==> src/rtl/alu_sequencer.sv <==
// alu_sequencer: issue-side controller for a 32-bit combinational ALU.
// Commands name source/destination registers in a small internal register file. Each command
// is issued to the ALU for one cycle, the result is written back and returned on a response
// handshake.
module alu_sequencer #(
  parameter int unsigned DATA_W    = 32,
  parameter int unsigned REG_COUNT = 8,
  parameter int unsigned ADDR_W    = 3
) (
  input  logic              clk,
  input  logic              rst_n,
  // Command handshake
  input  logic              cmd_valid,
  output logic              cmd_ready,
  input  logic [3:0]        cmd_op,
  input  logic [ADDR_W-1:0] cmd_rs1,
  input  logic [ADDR_W-1:0] cmd_rs2,
  input  logic [ADDR_W-1:0] cmd_rd,
  input  logic              cmd_imm_en,
  input  logic [DATA_W-1:0] cmd_imm,
  // Host preload port
  input  logic              wr_en,
  input  logic [ADDR_W-1:0] wr_addr,
  input  logic [DATA_W-1:0] wr_data,
  // ALU side
  output logic [DATA_W-1:0] alu_a,
  output logic [DATA_W-1:0] alu_b,
  output logic [3:0]        alu_cnt,
  input  logic [DATA_W-1:0] alu_d,
  // Response handshake
  output logic              rsp_valid,
  input  logic              rsp_ready,
  output logic [DATA_W-1:0] rsp_data,
  output logic [ADDR_W-1:0] rsp_rd,
  output logic              rsp_err,
  output logic              busy
);

  localparam logic [3:0] MaxOp = 4'd12;

  typedef enum logic [1:0] {StIdle, StExec, StResp} state_e;

  state_e            state_q;
  logic [DATA_W-1:0] rf_q [REG_COUNT];
  logic [DATA_W-1:0] op_a_q;
  logic [DATA_W-1:0] op_b_q;
  logic [3:0]        op_q;
  logic [ADDR_W-1:0] rd_q;
  logic [DATA_W-1:0] res_q;
  logic              err_q;
  logic              cmd_ready_q;
  logic              rsp_valid_q;
  logic              busy_q;

  // Sequencer FSM, register file and all registered outputs.
  // The operand registers drive the ALU directly, so the ALU inputs are valid throughout EXEC
  // and hold their last values until the next command is accepted.
  always_ff @(posedge clk or negedge rst_n) begin
    if (!rst_n) begin
      state_q     <= StIdle;
      for (int unsigned i = 0; i < REG_COUNT; i++) begin
        rf_q[i] <= '0;
      end
      op_a_q      <= '0;
      op_b_q      <= '0;
      op_q        <= '0;
      rd_q        <= '0;
      res_q       <= '0;
      err_q       <= 1'b0;
      cmd_ready_q <= 1'b1;
      rsp_valid_q <= 1'b0;
      busy_q      <= 1'b0;
    end else begin
      case (state_q)
        StIdle: begin
          // Operands are read from the pre-write contents when a preload hits the same cycle.
          if (wr_en) begin
            rf_q[wr_addr] <= wr_data;
          end
          if (cmd_valid) begin
            op_a_q      <= rf_q[cmd_rs1];
            op_b_q      <= cmd_imm_en ? cmd_imm : rf_q[cmd_rs2];
            op_q        <= cmd_op;
            rd_q        <= cmd_rd;
            state_q     <= StExec;
            cmd_ready_q <= 1'b0;
            busy_q      <= 1'b1;
          end
        end
        StExec: begin
          if (op_q <= MaxOp) begin
            res_q       <= alu_d;
            rf_q[rd_q]  <= alu_d;
            err_q       <= 1'b0;
          end else begin
            res_q       <= '0;
            err_q       <= 1'b1;
          end
          state_q     <= StResp;
          rsp_valid_q <= 1'b1;
        end
        StResp: begin
          if (rsp_ready) begin
            state_q     <= StIdle;
            rsp_valid_q <= 1'b0;
            err_q       <= 1'b0;
            cmd_ready_q <= 1'b1;
            busy_q      <= 1'b0;
          end
        end
        default: begin
          state_q <= StIdle;
        end
      endcase
    end
  end

  // Output wiring from registered state.
  assign cmd_ready = cmd_ready_q;
  assign busy      = busy_q;
  assign alu_a     = op_a_q;
  assign alu_b     = op_b_q;
  assign alu_cnt   = op_q;
  assign rsp_valid = rsp_valid_q;
  assign rsp_data  = res_q;
  assign rsp_rd    = rd_q;
  assign rsp_err   = err_q;

endmodule

==> config.mk <==
export PLATFORM = sky130hd
export DESIGN_NAME = alu_sequencer
export DESIGN_NICKNAME = d
export VERILOG_FILES = /design/src/rtl/alu_sequencer.sv
export SDC_FILE = /design/constraint.sdc
export NUM_CORES = 1
export LEC_CHECK = 0
export BUFFER_PORTS_ARGS = -buffer_cell sky130_fd_sc_hd__clkbuf_2
export CAP_MARGIN = 5
export CELL_PAD_IN_SITES_DETAIL_PLACEMENT = 0
export CELL_PAD_IN_SITES_GLOBAL_PLACEMENT = 2
export CORE_ASPECT_RATIO = 1.25
export CORE_MARGIN = 2
export CORE_UTILIZATION = 41
export CTS_CLUSTER_DIAMETER = 30
export DETAILED_ROUTE_END_ITERATION = 8
export PLACE_DENSITY = 0.78
export SLEW_MARGIN = 10
export SYNTH_ARGS = -nofsm -noshare
export SYNTH_HDL_FRONTEND = slang
export SYNTH_SLANG_ARGS = --single-unit
export TNS_END_PERCENT = 10
==> constraint.sdc <==
create_clock -name clk -period 2.25 [get_ports clk]
set_input_delay 0.3375 -clock clk [delete_from_list [all_inputs] [get_ports clk]]
set_output_delay 0.3375 -clock clk [all_outputs]
set_load 0.01 [all_outputs]
==> impl_metrics.json, run 1 <==
{
  "leakagePower_uw": 0.01199,
  "max-cap-violations": 0,
  "gp_congestion": 0.8239,
  "syn_area_per_cell_um2": 13.00,
  "route.detailed.drc": 0,
  "via_count": 15180,
  "drtIter0Drc": 1179,
  "slew_viol_final": 0,
  "skew_ps": 29.56,
  "yosys_warnings": 0,
  "overflow": 0,
  "setup.worst_path.start_class": "register",
  "required_ps": 2720,
  "fin_crit_sh": 0.9784,
  "fp.dieW_um": 203.5,
  "via_per_inst": 6.069,
  "critPathKind": "reg2reg",
  "routed_wl_um": 69940,
  "hold_class": "in2reg",
  "synth.net_count": 1687,
  "critPathMaxFanout": 16,
  "synth_edf_count": 0,
  "clkTransAtPathRegs_ps": 50,
  "grt_pass1_wl_um": 104800,
  "slew_headroom": 0.2915,
  "synthCells": 1569,
  "yosys.area_share.xor_xnor": 0,
  "outcome": "complete, no violations",
  "clock-sinks": 365,
  "core_um2": 49300,
  "synth_seq_area_share": 0.4478,
  "place_hpwl_um": 43770,
  "synth_ff_type": "dfrtp_1",
  "numCtsBuffers": 86,
  "grt_max_degree": 66,
  "fin_nets": 1900,
  "min-delay-start": "cmd_imm[4]",
  "synth_compound_area_frac": 0.1471,
  "first_pass_iters": 5,
  "regToRegSetupSlack_ps": 50,
  "fmax_mhz": 454.3,
  "synthAdderAreaFrac": 0,
  "cp.arrival_ps": 2670,
  "cts.path.max_buffers": 3,
  "r2r_start": "state_q[1]",
  "end_kind": "register",
  "startpoint": "state_q[1]",
  "synth_top_family_by_area": "multiplexers",
  "finalSetupViolations": 0,
  "cts_tree": "built",
  "die_area_um2": 51570,
  "clk_latency_ps": 610,
  "tightest_slew_ps": 1057,
  "syn-cell-area_um2": 20400,
  "wl_per_cell_um": 27.96,
  "initial_core_util": 0.4138,
  "antenna_found_initial": 2,
  "synthSimpleGateAreaFrac": 0.03085,
  "root_buffer": "clkbuf_16",
  "die_h_um": 253.4,
  "area.growth.synth_to_final_pct": 27.39,
  "htreeDepth": 3,
  "ant_nets": 0,
  "finalHoldViolCount": 0,
  "grtUsageTotal": 0.2742,
  "p_per_area_nw_per_um2": 1286,
  "muxShareOfSynthArea": 0.3315,
  "io-pin-count": 225,
  "numPortBuffers": 224,
  "async_flop_share": 1.000,
  "grt_pass1_vias": 16310,
  "peakVddDrop_uv": 601.2,
  "fin_setup_tns_ps": 0,
  "p_total_uw": 33420,
  "fill_cells": 4279,
  "period_minus_slack_ps": 2201,
  "placementRows": 91,
  "ys_types": 36,
  "drive_gt1_frac": 0.4881,
  "yosys_register_bits": 365
}
-- layout by cell type (no fill, tap or decap), types with 2 or more instances in the layout --
cell type / instances
o22ai_4: 4
nor3_2: 14
a22o_1: 274
o32ai_4: 4
clkinv_4: 5
dlygate4sd3_1: 10
mux2_1: 9
nor2_4: 2
buf_4: 48
clkbuf_2: 219
clkbuf_1: 5
or2_2: 3
diode_2: 2
o21ai_0: 68
dfrtp_1: 364
o211ai_1: 2
inv_6: 7
o22ai_1: 10
mux2_2: 278
bufinv_16: 9
nand2_1: 97
mux2i_1: 67
a21oi_1: 6
mux4_2: 127
clkinvlp_4: 12
buf_12: 45
nand2b_1: 8
o32ai_1: 2
clkbuf_8: 16
nand3_1: 6
clkinv_2: 13
clkbuf_16: 87
nor2_1: 3
inv_1: 7
-- metal layers --
metal	GRT usage	part of all wire	wire length, µm
met5	0	0	0
met2	0.4688	0.51	35320
met3	0.04324	0.054	3784
met4	0.1205	0.034	2375
met1	0.3432	0.41	28450
-- power by group --
| part | leakage (µW) | switching, µW | internal, µW | total (µW) |
|---|---|---|---|---|
| combinational | 0.00565 | 4750 | 5090 | 9840 |
| clock | 0.00142 | 4060 | 8530 | 12600 |
| sequential | 0.00492 | 1820 | 9180 | 11000 |
-- timing repair --
action                                  CTS  global route
endpoints found under the setup margin   23            26
cloned                                    0             1
pin swaps                                 1             1
buffers inserted                          1             1
gates resized for setup                   0             1
hold buffers                             10             0
hold endpoints to repair                 46             0
-- metrics by stage --
| stage | area [µm²] | setup slack [ps] | std cells | util | hold WS (ps) |
|---|---|---|---|---|---|
| final | 25990 | 48.70 | 2501 | 0.5271 | 24.83 |
| after global routing | 25980 | -5.926 | 2500 | 0.5271 | 45.63 |
| after CTS | 25930 | 50.17 | 2497 | 0.5260 | 1.419 |
| after detailed placement | 22890 | -12.38 | 2332 | 0.4643 | 294.4 |
| after global placement | 22890 | -3.353 | 2332 | 0.4643 | 295.8 |
| after floorplan | 20400 | 299.9 | 1569 | - | 41.91 |
-- worst paths after layout --
| kind | end | cells after the start |
|---|---|---|
| worst max-delay path | rf_q[126] | 7 |
| worst min-delay path | alu_b[4] | 3 |
| worst max register to register | rf_q[126] | 7 |
| worst min register to register | alu_b[17] | 2 |
| max in group asynchronous | rf_q[175] | 3 |
| min in group asynchronous | alu_cnt[1] | 2 |
-- sequential cells by signal, indices dropped and copies added, names as in the netlist, 2 cells and up --
| name | cells |
|---|---|
| rf_q | 256 |
| rsp_rd | 3 |
| alu_b | 32 |
| rsp_data | 32 |
| state_q | 2 |
| alu_a | 32 |
| alu_cnt | 4 |
-- cell usage after synthesis, types with 11 or more instances --
master,n,area share
a22o_1,274,0.12
buf_1,49,0.0090
mux2i_1,67,0.033
buf_2,48,0.012
o22ai_1,11,0.0034
dfrtp_1,364,0.45
nor3_1,15,0.0037
clkbuf_1,94,0.017
o21ai_0,68,0.017
mux2_2,278,0.15
nand2_1,98,0.018
mux4_2,127,0.14
-- kinds of logic after synthesis --
family,Yosys count
AO/OA/AOI/OAI,372
buffers and inverters,207
flip-flops,365
multiplexers,481
AND/OR/NAND/NOR,144
-- critical path, stage by stage (launching register included) --
cell       delay (ps)
dfrtp_1           360
and2b_1           270
buf_6             200
nand2_2           170
o32ai_4           340
buf_12            160
clkbuf_16         220
mux2_2            350
-- layout make-up --
class	instances	area [µm²]	share of cell area
antenna	2	5.005	0.0001926
clock buffer	107	2391	0.09201
clock inverter	47	546.8	0.02104
inverter	7	26.28	0.001011
multi-input combinational	997	10560	0.4064
sequential	365	9135	0.3515
tap	651	814.5	0.03134
timing repair buffer	325	2509	0.09653
Power figures use the tool's default switching activity.
==> inputs of run 2 (changes only) <==
- clock period: 2.25 -> 2.1 ns (I/O delays scaled with it)
==> impl_metrics.json, run 2 (synthesis results as in run 1) <==
{
  "outcome": "complete, no violations",
  "grt_pass1_wl_um": 104500,
  "seqCellArea_um2": 9136,
  "die_area_um2": 51570,
  "gp_congestion": 0.8708,
  "grt_pass1_vias": 16340,
  "fin_nets": 1937,
  "route.detailed.drc": 0,
  "cts_tree": "built",
  "required_ps": 2580,
  "p_per_area_nw_per_um2": 1363,
  "top_register": "rf_q",
  "critPathKind": "reg2reg",
  "finalInstanceArea_um2": 26300,
  "fill_cells": 4232,
  "place_hpwl_um": 45390,
  "finalHoldViolCount": 0,
  "grtUsageTotal": 0.2715,
  "core_um2": 49300,
  "power_frac_seq": 0.330,
  "p_total_uw": 35850,
  "drtIter0Drc": 1112,
  "slew_viol_final": 0,
  "initial_core_util": 0.4138,
  "grt_max_degree": 83,
  "skew_ps": 26.56,
  "clkTransAtPathRegs_ps": 40,
  "max-cap-violations": 0,
  "intPower_uw": 24640,
  "sw_frac_of_total": 0.3128,
  "antenna_found_initial": 3,
  "ant_nets": 0,
  "numPortBuffers": 224,
  "layout_commonest_cell": "dfrtp_1",
  "setup_ws_ps": 45.86,
  "cts.path.max_buffers": 3,
  "place_area_um2": 23060,
  "first_pass_iters": 5,
  "setup.worst_path.start_class": "register",
  "root_buffer": "clkbuf_16",
  "hold_class": "in2reg",
  "period_minus_slack_ps": 2054,
  "wl_per_cell_um": 27.23,
  "largest_register_ffs": 256,
  "fmax_mhz": 486.8,
  "final_util": 0.5334,
  "cp.arrival_ps": 2530,
  "tightest_slew_ps": 844.7,
  "routed_wl_um": 69160,
  "via_count": 15460,
  "htreeDepth": 3,
  "rsz0062_at_grt": "true",
  "p_switching_uw": 11210,
  "die_h_um": 253.4,
  "multiInputGateArea_um2": 10570,
  "overflow": 0,
  "leakagePower_uw": 0.01218,
  "finalSetupViolations": 0,
  "via_per_inst": 6.088,
  "final_cell_mix": "363 x dfrtp_1, 278 x mux2_2, 274 x a22o_1, 219 x clkbuf_2, 127 x mux4_2",
  "fp.dieW_um": 203.5,
  "clock-sinks": 365,
  "critPathMaxFanout": 17,
  "clk_latency_ps": 620,
  "pre_cts_slack_ps": -4.239,
  "area.growth.synth_to_final_pct": 28.91,
  "combPwrFrac": 0.296,
  "placementRows": 91,
  "peakVddDrop_uv": 658.8,
  "fin_setup_tns_ps": 0,
  "clockPowerShare": 0.374,
  "slew_headroom": 0.4338,
  "numCtsBuffers": 83,
  "io-pin-count": 225,
  "drive_gt1_frac": 0.4878,
  "fin_crit_sh": 0.9782,
  "end_kind": "register"
}
## run 2: cell types whose count changed in the layout (fill, tap and decap cells not counted), sizes merged
| cell | delta |
|---|---|
| clkinv | +5 |
| diode | -1 |
| clkbuf | +6 |
| inv | -6 |
| bufinv | +2 |
| dlygate4sd3 | +15 |
| clkinvlp | -7 |
| buf | +25 |
## run 2: per-stage QoR
| stage | std cells | hold WS [ps] |
|---|---|---|
| final | 2540 | 17.49 |
| after CTS | 2537 | 1.337 |
| after floorplan | 1569 | 19.41 |
| after detailed placement | 2357 | 268.7 |
| after global routing | 2540 | 35.10 |
| after global placement | 2357 | 270.9 |
## run 2: final timing paths
| kind | from | endpoint | slack, ps | cells after the start |
|---|---|---|---|---|
| setup / recovery | state_q[1] | rf_q[250] | 50 | 6 |
| hold / removal | cmd_imm[9] | alu_b[9] | 20 | 3 |
| setup reg to reg | state_q[1] | rf_q[250] | 50 | 6 |
| hold reg to reg | alu_b[7] | alu_b[7] | 470 | 2 |
| max in group asynchronous | rst_n | rf_q[247] | 1030 | 4 |
| min in group asynchronous | rst_n | state_q[1] | 240 | 2 |
## run 2: worst max-delay path, cell delays in order, from the launching register on
cell,delay [ps]
dfrtp_1,380
and2b_1,260
buf_4,140
nand2_2,140
o32ai_4,410
buf_12,230
mux2_2,360
## run 2: area by class of cell
cell class | instances | area share
multi-input cells | 997 | 0.4018
flip-flops and latches | 365 | 0.3474
repair buffers | 365 | 0.1076
clock buffers | 113 | 0.09064
well taps | 651 | 0.03097
clock inverters | 41 | 0.02046
inverters | 7 | 0.0009991
diodes | 1 | 0.00009516
## run 2: what timing repair did
action                     in CTS  in global routing
gates resized for setup         0                  3
setup endpoints to repair      61                243
pin swaps                       1                  1
hold endpoints to repair       65                  0
gates cloned                    0                  1
hold buffers                   25                  0
setup buffers                   1                  1
## run 2: power by group through the flow
stage / logic [µW] / registers (µW) / clock network [µW]
finish: 10600 / 11800 / 13400
floorplan: 6360 / 11700 / 0
detailed placement: 10600 / 11900 / 0
global placement: 10400 / 11700 / 0
CTS: 10700 / 11800 / 13600
global route: 11400 / 12200 / 14000
## run 2: per-layer routing
metal  GRT usage  wire (µm)  vias to the layer above
li1            -          -                     6587
met1      0.3478      28390                     8116
met2      0.4598      34720                      607
met3     0.03964       3532                      150
met4      0.1145       2484                        4
met5           0         27                        -
==> inputs of run 3 (changes only) <==
- BUFFER_PORTS_ARGS: -buffer_cell sky130_fd_sc_hd__clkbuf_2 -> -buffer_cell sky130_fd_sc_hd__buf_2
==> impl_metrics.json, run 3 (synthesis results as in run 1) <==
{
  "outcome": "complete, no violations",
  "fin_cells": 2543,
  "required_ps": 2590,
  "route.detailed.drc": 0,
  "critPathKind": "reg2reg",
  "core_um2": 49300,
  "critPathMaxFanout": 16,
  "numPortBuffers": 224,
  "final_cell_mix": "364 x dfrtp_1, 278 x mux2_2, 274 x a22o_1, 219 x buf_2, 127 x mux4_2",
  "p_total_uw": 36930,
  "holdWs_ps": 23.58,
  "fmax_mhz": 483.8,
  "regToRegSetupSlack_ps": 30,
  "gp_congestion": 0.8611,
  "grt_pass1_vias": 16450,
  "finalHoldViolCount": 0,
  "slew_viol_final": 0,
  "die_h_um": 253.4,
  "r2r_end": "rf_q[229]",
  "drtIter0Drc": 1178,
  "top_register": "rf_q",
  "via_per_inst": 6.119,
  "end_kind": "register",
  "root_buffer": "clkbuf_16",
  "routed_wl_um": 71160,
  "drive_gt1_frac": 0.4825,
  "cp.arrival_ps": 2560,
  "ant_nets": 0,
  "overflow": 0,
  "fin_crit_sh": 0.9843,
  "numCtsBuffers": 87,
  "skew_ps": 19.09,
  "io-pin-count": 225,
  "die_area_um2": 51570,
  "p_per_area_nw_per_um2": 1386,
  "placed_cells": 2344,
  "clk_latency_ps": 620,
  "finalSetupViolations": 0,
  "clkTransAtPathRegs_ps": 40,
  "largest_register_ffs": 256,
  "placementRows": 91,
  "wl_per_cell_um": 27.98,
  "rsz0062_at_grt": "true",
  "crit_buf_inv": 3,
  "max-cap-violations": 0,
  "tightest_slew_ps": 627.9,
  "leakagePower_uw": 0.01229,
  "grtUsageTotal": 0.2767,
  "hold-path-cell-count": 3,
  "cts.path.max_buffers": 3,
  "slew_headroom": 0.5801,
  "fin_nets": 1940,
  "fill_cells": 4201,
  "clock-sinks": 365,
  "slowest_delay_ps": 390,
  "place_hpwl_um": 44150,
  "cts_tree": "built",
  "via_count": 15560,
  "r2r.worst_path.cells": 7,
  "final_util": 0.5402,
  "htreeDepth": 3,
  "min-delay-start": "cmd_imm[22]",
  "setup.worst_path.start_class": "register",
  "r2r_start": "alu_cnt[0]",
  "layout_commonest_cell": "dfrtp_1",
  "first_pass_iters": 7,
  "grt_max_degree": 81,
  "critical_path.slowest_cell": "dfrtp_1",
  "grt_pass1_wl_um": 106000,
  "area.growth.synth_to_final_pct": 30.56,
  "peakVddDrop_uv": 625.5,
  "crit_family": "buffers and inverters",
  "initial_core_util": 0.4138,
  "antenna_found_initial": 4,
  "crit_chain": "o211ai_1 -> buf_4 -> nand2_4 -> o32ai_4 -> buf_12 -> buf_16 -> mux2_2",
  "hold_class": "in2reg",
  "hold_end": "alu_b[22]",
  "period_minus_slack_ps": 2067,
  "fin_setup_tns_ps": 0,
  "fp.dieW_um": 203.5
}
run 3: per-stage QoR:
stage | instance area, µm² | worst slack [ps]
3_3_place_gp | 23070 | 76.07
6_report | 26630 | 33.03
5_1_grt | 26630 | -13.21
2_1_floorplan | 20400 | 149.9
4_1_cts | 26540 | 20.19
3_5_place_dp | 23070 | 17.24
run 3: worst max path at each step:
stage / cells after the start / from / endpoint / slack (ps)
2_1_floorplan: 6 / state_q[1] / rf_q[245] / 150
5_1_grt: 7 / alu_cnt[1] / rf_q[229] / -10
3_3_place_gp: 6 / cmd_rs2[0] / alu_b[3] / 80
4_1_cts: 6 / alu_cnt[0] / rf_q[40] / 20
6_report: 7 / alu_cnt[0] / rf_q[229] / 30
3_5_place_dp: 5 / state_q[0] / rf_q[15] / 20
run 3: tightest hold or removal path, cell delays in order:
cell     delay [ps]
buf_2            80
mux2i_1          60
o21ai_0         150
run 3: routing by layer:
layer | up-vias | routed length (µm) | track usage
met4 | 4 | 2662 | 0.1255
met5 | - | 27 | 0
li1 | 6598 | - | -
met2 | 602 | 35220 | 0.4630
met1 | 8204 | 29370 | 0.3542
met3 | 152 | 3880 | 0.04260
run 3: what timing repair did:
item / CTS / global route
hold endpoints to repair: 287 / 0
setup buffers: 0 / 1
gates resized for setup: 0 / 7
endpoints found under the setup margin: 0 / 112
hold buffers: 37 / 0
run 3: layout make-up:
cell class	instances	area, µm²	share of cell area
clock buffer	113	2427	0.09114
antenna	2	5.005	0.0001879
inverter	7	26.28	0.0009865
tap	651	814.5	0.03058
multi-input combinational	997	10580	0.3972
timing repair buffer	364	2968	0.1114
clock inverter	44	679.4	0.02551
sequential	365	9135	0.3430
run 3: power breakdown:
| group | switching (µW) | leakage (µW) | internal [µW] | total [µW] |
|---|---|---|---|---|
| registers | 1950 | 0.00492 | 9830 | 11800 |
| clock network | 4400 | 0.00151 | 9940 | 14300 |
| logic | 5150 | 0.00587 | 5650 | 10800 |
